### src/rtl/ctrl_pkg.sv
// ctrl_pkg: shared definitions for the multicycle controller.
//   - opcode constants (instr[MCODEBITS-1 -: 3])
//   - ALUOp encodings
//   - controller state enum
//   - is_load helper
package ctrl_pkg;

    localparam logic [2:0] OP_ADD   = 3'b000;
    localparam logic [2:0] OP_LSH   = 3'b001;
    localparam logic [2:0] OP_RSH   = 3'b010;
    localparam logic [2:0] OP_NAND  = 3'b011;
    localparam logic [2:0] OP_SUB   = 3'b100;
    localparam logic [2:0] OP_LOAD  = 3'b101;
    localparam logic [2:0] OP_STORE = 3'b110;
    localparam logic [2:0] OP_BRI   = 3'b111;

    // ALU encodings mirror the opcode for register-register ops; add doubles as
    // the address/immediate pass-through.
    localparam logic [2:0] ALU_ADD  = 3'b000;
    localparam logic [2:0] ALU_LSH  = 3'b001;
    localparam logic [2:0] ALU_RSH  = 3'b010;
    localparam logic [2:0] ALU_NAND = 3'b011;
    localparam logic [2:0] ALU_SUB  = 3'b100;

    typedef enum logic [1:0] {
        IDLE = 2'b00,
        EXEC = 2'b01,
        MEM  = 2'b10,
        WB   = 2'b11
    } state_t;

    function automatic logic is_load(input logic [2:0] op);
        return (op == OP_LOAD);
    endfunction

endpackage

### src/rtl/ctrl_decode.sv
// ctrl_decode: pure combinational map from (state, ir fields, zero) to the
// datapath control outputs.
// Ports:
//   i_state    current controller state
//   i_opcode   ir opcode field
//   i_imm      ir[5] (addi vs branch select for opcode 111)
//   i_how      ir[4:3] branch target select
//   i_zero     ALU zero flag (only consulted for a branch in EXEC)
//   o_*        control outputs, all 0 outside the states that drive them
module ctrl_decode
    import ctrl_pkg::*;
#(
    parameter int OPWIDTH = 3
) (
    input  state_t             i_state,
    input  logic [2:0]         i_opcode,
    input  logic               i_imm,
    input  logic [1:0]         i_how,
    input  logic               i_zero,
    output logic               o_branch,
    output logic               o_memtoreg,
    output logic               o_memwrite,
    output logic               o_alusrc,
    output logic               o_regwrite,
    output logic [1:0]         o_how_high,
    output logic [OPWIDTH-1:0] o_aluop,
    output logic               o_sc_en,
    output logic               o_sc_clr,
    output logic               o_pc_en
);

    // Control decode: everything defaults low, each state raises only its own pulses.
    always_comb begin
        o_branch   = 1'b0;
        o_memtoreg = 1'b0;
        o_memwrite = 1'b0;
        o_alusrc   = 1'b0;
        o_regwrite = 1'b0;
        o_how_high = 2'b00;
        o_aluop    = '0;
        o_sc_en    = 1'b0;
        o_sc_clr   = 1'b0;
        o_pc_en    = 1'b0;
        case (i_state)
            EXEC: begin
                case (i_opcode)
                    OP_ADD, OP_NAND, OP_SUB: begin
                        if (i_opcode == OP_ADD) begin
                            o_aluop = OPWIDTH'(ALU_ADD);
                        end else if (i_opcode == OP_NAND) begin
                            o_aluop = OPWIDTH'(ALU_NAND);
                        end else begin
                            o_aluop = OPWIDTH'(ALU_SUB);
                        end
                        o_regwrite = 1'b1;
                        o_sc_clr   = 1'b1;
                        o_pc_en    = 1'b1;
                    end
                    OP_LSH, OP_RSH: begin
                        if (i_opcode == OP_LSH) begin
                            o_aluop = OPWIDTH'(ALU_LSH);
                        end else begin
                            o_aluop = OPWIDTH'(ALU_RSH);
                        end
                        o_regwrite = 1'b1;
                        o_sc_en    = 1'b1;
                        o_pc_en    = 1'b1;
                    end
                    OP_LOAD: begin
                        // Address computation only; commit happens in WB.
                        o_aluop = OPWIDTH'(ALU_ADD);
                    end
                    OP_STORE: begin
                        o_memwrite = 1'b1;
                        o_sc_clr   = 1'b1;
                        o_pc_en    = 1'b1;
                    end
                    OP_BRI: begin
                        if (i_imm) begin
                            o_aluop    = OPWIDTH'(ALU_ADD);
                            o_alusrc   = 1'b1;
                            o_regwrite = 1'b1;
                        end else begin
                            // Branch taken when the compared values differ.
                            o_branch   = ~i_zero;
                            o_how_high = i_how;
                        end
                        o_sc_clr = 1'b1;
                        o_pc_en  = 1'b1;
                    end
                    default: begin
                        o_aluop = '0;
                    end
                endcase
            end
            MEM: begin
                o_memtoreg = is_load(i_opcode);
            end
            WB: begin
                o_memtoreg = 1'b1;
                o_regwrite = 1'b1;
                o_sc_clr   = 1'b1;
                o_pc_en    = 1'b1;
            end
            default: begin
                o_pc_en = 1'b0;
            end
        endcase
    end

endmodule

### src/rtl/multicycle_ctrl.sv
// multicycle_ctrl: sequenced control unit for the 9-bit-instruction processor.
// Accepts one instruction per valid/ready handshake (only in IDLE), executes
// it in EXEC, and for loads waits MEM_LAT cycles in MEM before a WB commit.
// Optional feature macro: MULTICYCLE_CTRL_PERF_EN adds perf_instr (pc_en
// pulse count) and perf_stall (MEM cycle count), both 32-bit wrapping.
// Ports:
//   clk, reset_n           clock, async active-low reset
//   instr_valid/instr      fetch handshake and instruction
//   instr_ready, busy      IDLE / not-IDLE status
//   zero                   ALU zero flag, used by branches in EXEC
//   Branch..pc_en          datapath control outputs (from ctrl_decode)
module multicycle_ctrl
    import ctrl_pkg::*;
#(
    parameter int MCODEBITS = 9,
    parameter int OPWIDTH   = 3,
    parameter int MEM_LAT   = 2
) (
    input  logic                 clk,
    input  logic                 reset_n,
    input  logic                 instr_valid,
    input  logic [MCODEBITS-1:0] instr,
    output logic                 instr_ready,
    input  logic                 zero,
    output logic                 Branch,
    output logic                 MemtoReg,
    output logic                 MemWrite,
    output logic                 ALUSrc,
    output logic                 RegWrite,
    output logic [1:0]           how_high,
    output logic [OPWIDTH-1:0]   ALUOp,
    output logic                 sc_en,
    output logic                 sc_clr,
    output logic                 pc_en,
    output logic                 busy
`ifdef MULTICYCLE_CTRL_PERF_EN
    ,
    output logic [31:0]          perf_instr,
    output logic [31:0]          perf_stall
`endif
);

    localparam int CNT_W = $clog2(MEM_LAT + 1);
    localparam logic [CNT_W-1:0] CNT_LAST = CNT_W'(MEM_LAT - 1);
    localparam logic [CNT_W-1:0] CNT_MAX  = {CNT_W{1'b1}};

    state_t                r_state;
    logic [MCODEBITS-1:0]  r_ir;
    logic [CNT_W-1:0]      r_cnt;
    logic [2:0]            w_opcode;
    logic                  w_unused_ir;

    assign w_opcode    = r_ir[MCODEBITS-1 -: 3];
    assign w_unused_ir = ^r_ir;
    assign instr_ready = (r_state == IDLE);
    assign busy        = (r_state != IDLE);

    // State register, instruction register and memory wait counter.
    always_ff @(posedge clk or negedge reset_n) begin
        if (!reset_n) begin
            r_state <= IDLE;
            r_ir    <= '0;
            r_cnt   <= '0;
        end else begin
            case (r_state)
                IDLE: begin
                    if (instr_valid) begin
                        r_ir    <= instr;
                        r_state <= EXEC;
                    end else begin
                        r_state <= IDLE;
                    end
                end
                EXEC: begin
                    if (is_load(w_opcode)) begin
                        r_cnt   <= '0;
                        r_state <= MEM;
                    end else begin
                        r_state <= IDLE;
                    end
                end
                MEM: begin
                    if (r_cnt == CNT_LAST) begin
                        r_state <= WB;
                    end else begin
                        r_state <= MEM;
                    end
                    // Saturating count so a stray extra cycle can never wrap back to 0.
                    if (r_cnt != CNT_MAX) begin
                        r_cnt <= r_cnt + CNT_W'(1);
                    end else begin
                        r_cnt <= r_cnt;
                    end
                end
                WB: begin
                    r_state <= IDLE;
                end
                default: begin
                    r_state <= IDLE;
                end
            endcase
        end
    end

    ctrl_decode #(
        .OPWIDTH (OPWIDTH)
    ) u_decode (
        .i_state    (r_state),
        .i_opcode   (w_opcode),
        .i_imm      (r_ir[5]),
        .i_how      (r_ir[4:3]),
        .i_zero     (zero),
        .o_branch   (Branch),
        .o_memtoreg (MemtoReg),
        .o_memwrite (MemWrite),
        .o_alusrc   (ALUSrc),
        .o_regwrite (RegWrite),
        .o_how_high (how_high),
        .o_aluop    (ALUOp),
        .o_sc_en    (sc_en),
        .o_sc_clr   (sc_clr),
        .o_pc_en    (pc_en)
    );

`ifdef MULTICYCLE_CTRL_PERF_EN
    logic [31:0] r_perf_instr;
    logic [31:0] r_perf_stall;

    // Performance counters: committed instructions and memory wait cycles.
    always_ff @(posedge clk or negedge reset_n) begin
        if (!reset_n) begin
            r_perf_instr <= 32'd0;
            r_perf_stall <= 32'd0;
        end else begin
            if (pc_en) begin
                r_perf_instr <= r_perf_instr + 32'd1;
            end else begin
                r_perf_instr <= r_perf_instr;
            end
            if (r_state == MEM) begin
                r_perf_stall <= r_perf_stall + 32'd1;
            end else begin
                r_perf_stall <= r_perf_stall;
            end
        end
    end

    assign perf_instr = r_perf_instr;
    assign perf_stall = r_perf_stall;
`endif

endmodule

### config.mk
export PLATFORM = sky130hd
export DESIGN_NAME = multicycle_ctrl
export DESIGN_NICKNAME = d
export VERILOG_FILES = /design/src/rtl/ctrl_pkg.sv /design/src/rtl/ctrl_decode.sv /design/src/rtl/multicycle_ctrl.sv
export SDC_FILE = /design/constraint.sdc
export NUM_CORES = 1
export LEC_CHECK = 0
export ABC_AREA = 1
export CORE_MARGIN = 2
export CORE_UTILIZATION = 42
export CTS_CLUSTER_DIAMETER = 100
export DETAILED_ROUTE_END_ITERATION = 10
export PLACE_DENSITY = 0.81
export SLEW_MARGIN = 10
export SYNTH_ARGS = -nofsm -noshare
export SYNTH_HDL_FRONTEND = slang
export SYNTH_SLANG_ARGS = --single-unit
### constraint.sdc
create_clock -name clk -period 2.3 [get_ports clk]
set_input_delay 0.575 -clock clk [delete_from_list [all_inputs] [get_ports clk]]
set_output_delay 0.575 -clock clk [all_outputs]
set_load 0.02 [all_outputs]
==> reports/qor.txt, run 1 <==
status: finished, final reports clean
Starting DRT DRC Count: 5
CTS Hold Bufs: 0
number of core rows: 13
Reg area: 251.5 um2
Yosys cell types: 18
hpwl dp: 1.086 mm
core area: 1318 um2
Required @ worst endpoint: 1730 ps
Synth area leaders: dfrtp_1 (41%), nand2_1 (13%), nand3_1 (7.5%)
layout cells sized above 1: 0.1636
clk sinks: 10
pwr dens: 1308 nW/um2
Die ar.: 1755 um2
CTS root buffer: clkbuf_4
die height: 41.90 um
GRT Overall Usage: 0.1650
post-synthesis sequential area ratio: 0.4149
largest net degree at the start of global routing: 11
Sequential Power Share: 0.287
critical path arrival: 1650 ps
P&R area growth vs syn: 50.00%
post-route ant nets: 0
final instance area: 904.6 um2
first-pass GRT wire length: 2.283 mm
Relative slew margins: 0.7172
DR pass1 iterations: 4
min cycle time layout: 2225 ps
Mapped Nets: 96
crit path to: ALUOp[0]
clock skew: 4.846 ps
area of the multi-input gates: 314.1 um2
CTS tree: yes
xor/xnor share of the synthesized area: 0
routed vias: 596
drt total wl: 1.292 mm
final setup violation count: 0
Seq cells post-synth: 10
# IOs: 28
mux share of post-synthesis cell area: 0
CP Class: reg2out
Final Cycle Share: 0.9675
area leader, netlist: dfrtp_1
CTS max path bufs: 2
Nets: 127
leak pwr: 0.5327 nW
number of synthesis warnings: 0
r2r endpoint: r_ir[7]
Min Hold Slack: 472.3 ps
clock power share: 0.094
simple-gate portion of the synthesized area: 0.4004
R2R depth: 5
initial core utilization: 0.4577
share of the synthesized area in the top cell type: 0.4149
DR DRC count: 0
# H-tree levels: 1
CP Capture Type: primary output
# port buffers: 24
Adder-Cell Fraction of Synth Area: 0.04149
number of antenna violations at the first check in global routing: 0
hold crit path type: reg2reg
postcts setup bufs: 0
CTS Buf Count: 3
Mapped Cells: 81
unrepaired setup endpoints after global routing: false
cell area after synthesis: 603.1 um2
Switch Pwr: 574.8 uW
vias in the first global route: 573
Max Cap Viol: 0
largest family of logic cells by synthesized area: simple AND/OR/NAND/NOR gates
startpoint type of the worst setup path: flop
final hold violations: 0
Comb pwr share: 0.619
DR vias/cell: 4.768
Placement Cell Area: 877.1 um2
Clock Latency Late Sink: 250 ps
VDD IR-drop max: 0.0008839 V
clock slew at reported path FFs: 60 ps
Mean Syn Cell Area: 7.445 um2
Synth Area in Compound Gates: 0.07469
worst slew pin tran: 422.9 ps
Worst Path Max Fanout: 7
Slew Limit Fails: 0
diodes inserted: 0
Layout fillers: 111
chip width: 41.90 um
hold path start: r_ir[3]
grt ovf: 0
switch share: 0.4858
routability cong.: 0.8030
worst reg-to-reg setup slack: 1150 ps
WL/cell: 10.34 um
Int Power: 608.4 uW
fmax: 0.4494 GHz
==> worst min-delay path by stage <==
stage                                       to  slack (ps)  cells after the start
floorplan           asynchronous set/reset pin         280                      0
global placement                       r_ir[4]         460                      2
detailed placement                     r_ir[3]         470                      2
CTS                                    r_ir[3]         480                      2
global route                           r_ir[3]         520                      2
finish                                 r_ir[3]         470                      2
==> layout by cell type, fill, tap and decap left out, types with 2 or more instances in the layout <==
cell / Yosys / routed
inv_1: 9 / 8
buf_4: 0 / 2
nor3_1: 5 / 5
nor2_1: 7 / 6
clkdlybuf4s50_1: 0 / 13
dlymetal6s2s_1: 0 / 4
clkbuf_4: 0 / 3
nor2_2: 1 / 2
dlygate4sd2_1: 0 / 7
inv_2: 2 / 3
nand2_1: 21 / 21
a21oi_1: 6 / 6
nand2_2: 2 / 2
ha_1: 2 / 2
nand3_1: 9 / 9
dfrtp_1: 10 / 9
==> layout make-up <==
| class | count | share of cell area |
|---|---|---|
| Multi-Input combinational cell | 60 | 0.3472 |
| Timing Repair Buffer | 26 | 0.2835 |
| Sequential cell | 10 | 0.2780 |
| Inverter | 11 | 0.04564 |
| Clock buffer | 3 | 0.02490 |
| Tap cell | 15 | 0.02075 |
==> power groups by stage <==
stage	Clock [mW]	Sequential, mW	Combinational (mW)
global route	0.125	0.352	0.809
global placement	0	0.333	0.739
finish	0.111	0.340	0.732
floorplan	0	0.337	0.469
CTS	0.114	0.338	0.741
detailed placement	0	0.339	0.753
==> registers in the layout, indices dropped and copies added (netlist names), named ones only <==
register	count
r_cnt	2
r_ir	6
r_state	1
==> what timing repair did <==
item / 4_1_cts / 5_1_grt
gates resized for setup: 9 / 5
endpoints found under the setup margin: 7 / 5
endpoints found under the hold margin: 0 / 0
cloned: 0 / 0
==> worst max-delay path, cell delays in order, from the launching register on <==
cell and delay, ps:
dfrtp_1 390, inv_2 140, nand2_4 90, nor3_1 140
clkdlybuf4s50_1 640
==> synth_stat cells <==
master	instances
nor2_2	1
dfrtp_1	10
o21ai_2	1
or2_4	1
inv_1	9
nand2_2	2
a31oi_1	1
nand3_1	9
nor2_4	1
ha_1	2
nor3_1	5
nor2_1	7
nand2_1	21
nor3_2	1
a21oi_1	6
inv_2	2
nor4_1	1
nand2_4	1
==> stage by stage <==
step                std cells  setup slack (ps)    util  power, mW  setup TNS (ps)
floorplan                  81             458.1       -     0.8060               0
CTS                       125             34.89  0.6790      1.193               0
global route              125             4.596  0.6866      1.286               0
finish                    125             74.81  0.6866      1.183               0
detailed placement        122            -73.25  0.6657      1.091          -73.25
global placement          122            -43.12  0.6657      1.072          -43.12
==> cell families (layout without fill, tap and decap cells) <==
logic type	count (synthesis)	in the layout
buffers and inverters	11	40
adders and majority gates	2	2
DFF	10	10
and+or+nand+nor	50	50
AOI/OAI and AO/OA	8	8
==> layer usage <==
metal | part of all wire | track usage
met5 | 0 | 0
met4 | 0.0077 | 0.07742
met3 | 0.043 | 0.01739
met2 | 0.48 | 0.2750
met1 | 0.47 | 0.2120
Note: power is estimated with default switching activity, not from simulation.
==> run 2: changes to the inputs <==
--- a/config.mk
+++ b/config.mk
@@ -11,6 +11,7 @@
 export CTS_CLUSTER_DIAMETER = 100
 export DETAILED_ROUTE_END_ITERATION = 10
 export PLACE_DENSITY = 0.81
+export SETUP_SLACK_MARGIN = 0.5
 export SLEW_MARGIN = 10
 export SYNTH_ARGS = -nofsm -noshare
 export SYNTH_HDL_FRONTEND = slang
==> reports/qor.txt, run 2 (same netlist as run 1, synthesis figures left out) <==
status: finished, final reports clean
# H-tree levels: 1
Final Cycle Share: 0.8481
DR DRC count: 0
clk sinks: 10
Power, Total: 1.606 mW
Layout Cells excl Fill: 143
post-route ant nets: 0
crit-path cells: inv_2, nand2_4, or2_4, nor3_2, buf_4
Slew Limit Fails: 0
Layout fillers: 88
CTS max path bufs: 2
Nets: 145
WP buf/inv: 2
Max Cap Viol: 0
Worst Path Max Fanout: 6
CP Capture Type: primary output
routed vias: 761
first-pass GRT wire length: 3.049 mm
fmax: 0.5127 GHz
chip width: 41.90 um
slowest CP cell: dfrtp_1
final hold violations: 0
hold crit path type: reg2reg
clock skew: 1.435 ps
final setup violation count: 0
die height: 41.90 um
Min Hold Slack: 477.4 ps
Biggest register: r_ir
startpoint type of the worst setup path: flop
GRT Overall Usage: 0.2239
drt total wl: 2.116 mm
clock slew at reported path FFs: 60 ps
worst reg-to-reg setup slack: 930 ps
CP Class: reg2out
VDD IR-drop max: 0.001009 V
Hold EP: r_ir[3]
CTS tree: yes
hpwl dp: 1.102 mm
Largest regs: r_ir: 6 flops, r_cnt: 2 flops, r_state: 1 flops
# IOs: 28
unrepaired setup endpoints after global routing: true
Inst Count DP: 122
commonest non-fill, non-tap cell in the layout: buf_4
crit-path leading delay family: simple AND/OR/NAND/NOR gates
max reg flops: 6
critical path arrival: 1380 ps
number of core rows: 13
min cycle time layout: 1951 ps
CTS root buffer: clkbuf_4
r2r endpoint: r_ir[8]
layout cells sized above 1: 0.4844
Required @ worst endpoint: 1730 ps
leak pwr: 0.5592 nW
vias in the first global route: 734
Relative slew margins: 0.7002
DR vias/cell: 5.322
Die ar.: 1755 um2
max incr delay on CP: 390 ps
commonest cells after routing, fill and taps aside: buf_4 (25), nand2_1 (16), clkdlybuf4s50_1 (9), nand3_1 (8), dfrtp_1 (8)
worst slew pin tran: 448.3 ps
final worst slack: 349.4 ps
pwr dens: 1489 nW/um2
Starting DRT DRC Count: 23
grt ovf: 0
DR pass1 iterations: 4
# port buffers: 24
hold path start: r_ir[3]
number of antenna violations at the first check in global routing: 0
Min-Delay Path Depth: 2
initial core utilization: 0.4577
core area: 1318 um2
CTS Buf Count: 3
routability cong.: 0.7881
WL/cell: 14.80 um
Clock Latency Late Sink: 260 ps
largest net degree at the start of global routing: 11
diodes inserted: 0
P&R area growth vs syn: 78.84%
Placement Setup Slack: -51.81 ps
CTS Hold Bufs: 0
R2R depth: 7
==> run 2: changes by cell type in the layout (fill, tap and decap cells not counted), sizes merged <==
cell and change:
dlygate4sd2 -7, dlymetal6s2s -4, buf +33, clkdlybuf4s50 -4
==> run 2: how the worst max path moves through the flow <==
stage | end | depth (start not counted) | slack (ps)
floorplan | how_high[0] | 4 | 570
global placement | Branch | 3 | -40
detailed placement | Branch | 3 | -50
CTS | Branch | 5 | 380
global route | Branch | 5 | 320
finish | Branch | 5 | 350
==> run 2: per-layer routing <==
layer,vias to the layer above,GRT usage,share of wire
met5,-,0,0
met4,0,0.1419,0.018
met3,8,0.02609,0.069
met2,39,0.4125,0.52
met1,354,0.2364,0.39
li1,360,-,-
==> run 2: tightest hold or removal path: stages, from the launching register on <==
cell and delay, ps:
dfrtp_1 340, nand2_1 50, nand2_1 50
==> run 2: cell type report <==
| cell class | instances | area [um2] | area share |
|---|---|---|---|
| Multi-Input combinational cell | 60 | 375.4 | 0.3480 |
| Inverter | 11 | 41.29 | 0.03828 |
| Tap cell | 15 | 18.77 | 0.01740 |
| Timing Repair Buffer | 44 | 367.9 | 0.3411 |
| Sequential cell | 10 | 252.7 | 0.2343 |
| Clock buffer | 3 | 22.52 | 0.02088 |
==> run 2: report_power, final <==
part / internal, mW / switching [mW] / total, mW / leakage, nW
logic: 0.505 / 0.643 / 1.15 / 0.427
clock network: 0.0602 / 0.0542 / 0.114 / 0.0138
registers: 0.263 / 0.0808 / 0.343 / 0.119
==> run 2: repair_timing <==
action,4_1_cts,5_1_grt
pin swaps,6,0
setup buffers,10,8
resized for setup,81,15
endpoints found under the setup margin,15,14
endpoints found under the hold margin,0,0
==> run 2: metrics by stage <==
stage               area, um2    util  setup TNS (ps)
global placement        883.3  0.6705          -42.48
floorplan               609.3       -               0
finish                   1079  0.8186               0
detailed placement      883.3  0.6705          -51.81
CTS                     973.4  0.7388               0
global route             1079  0.8186               0
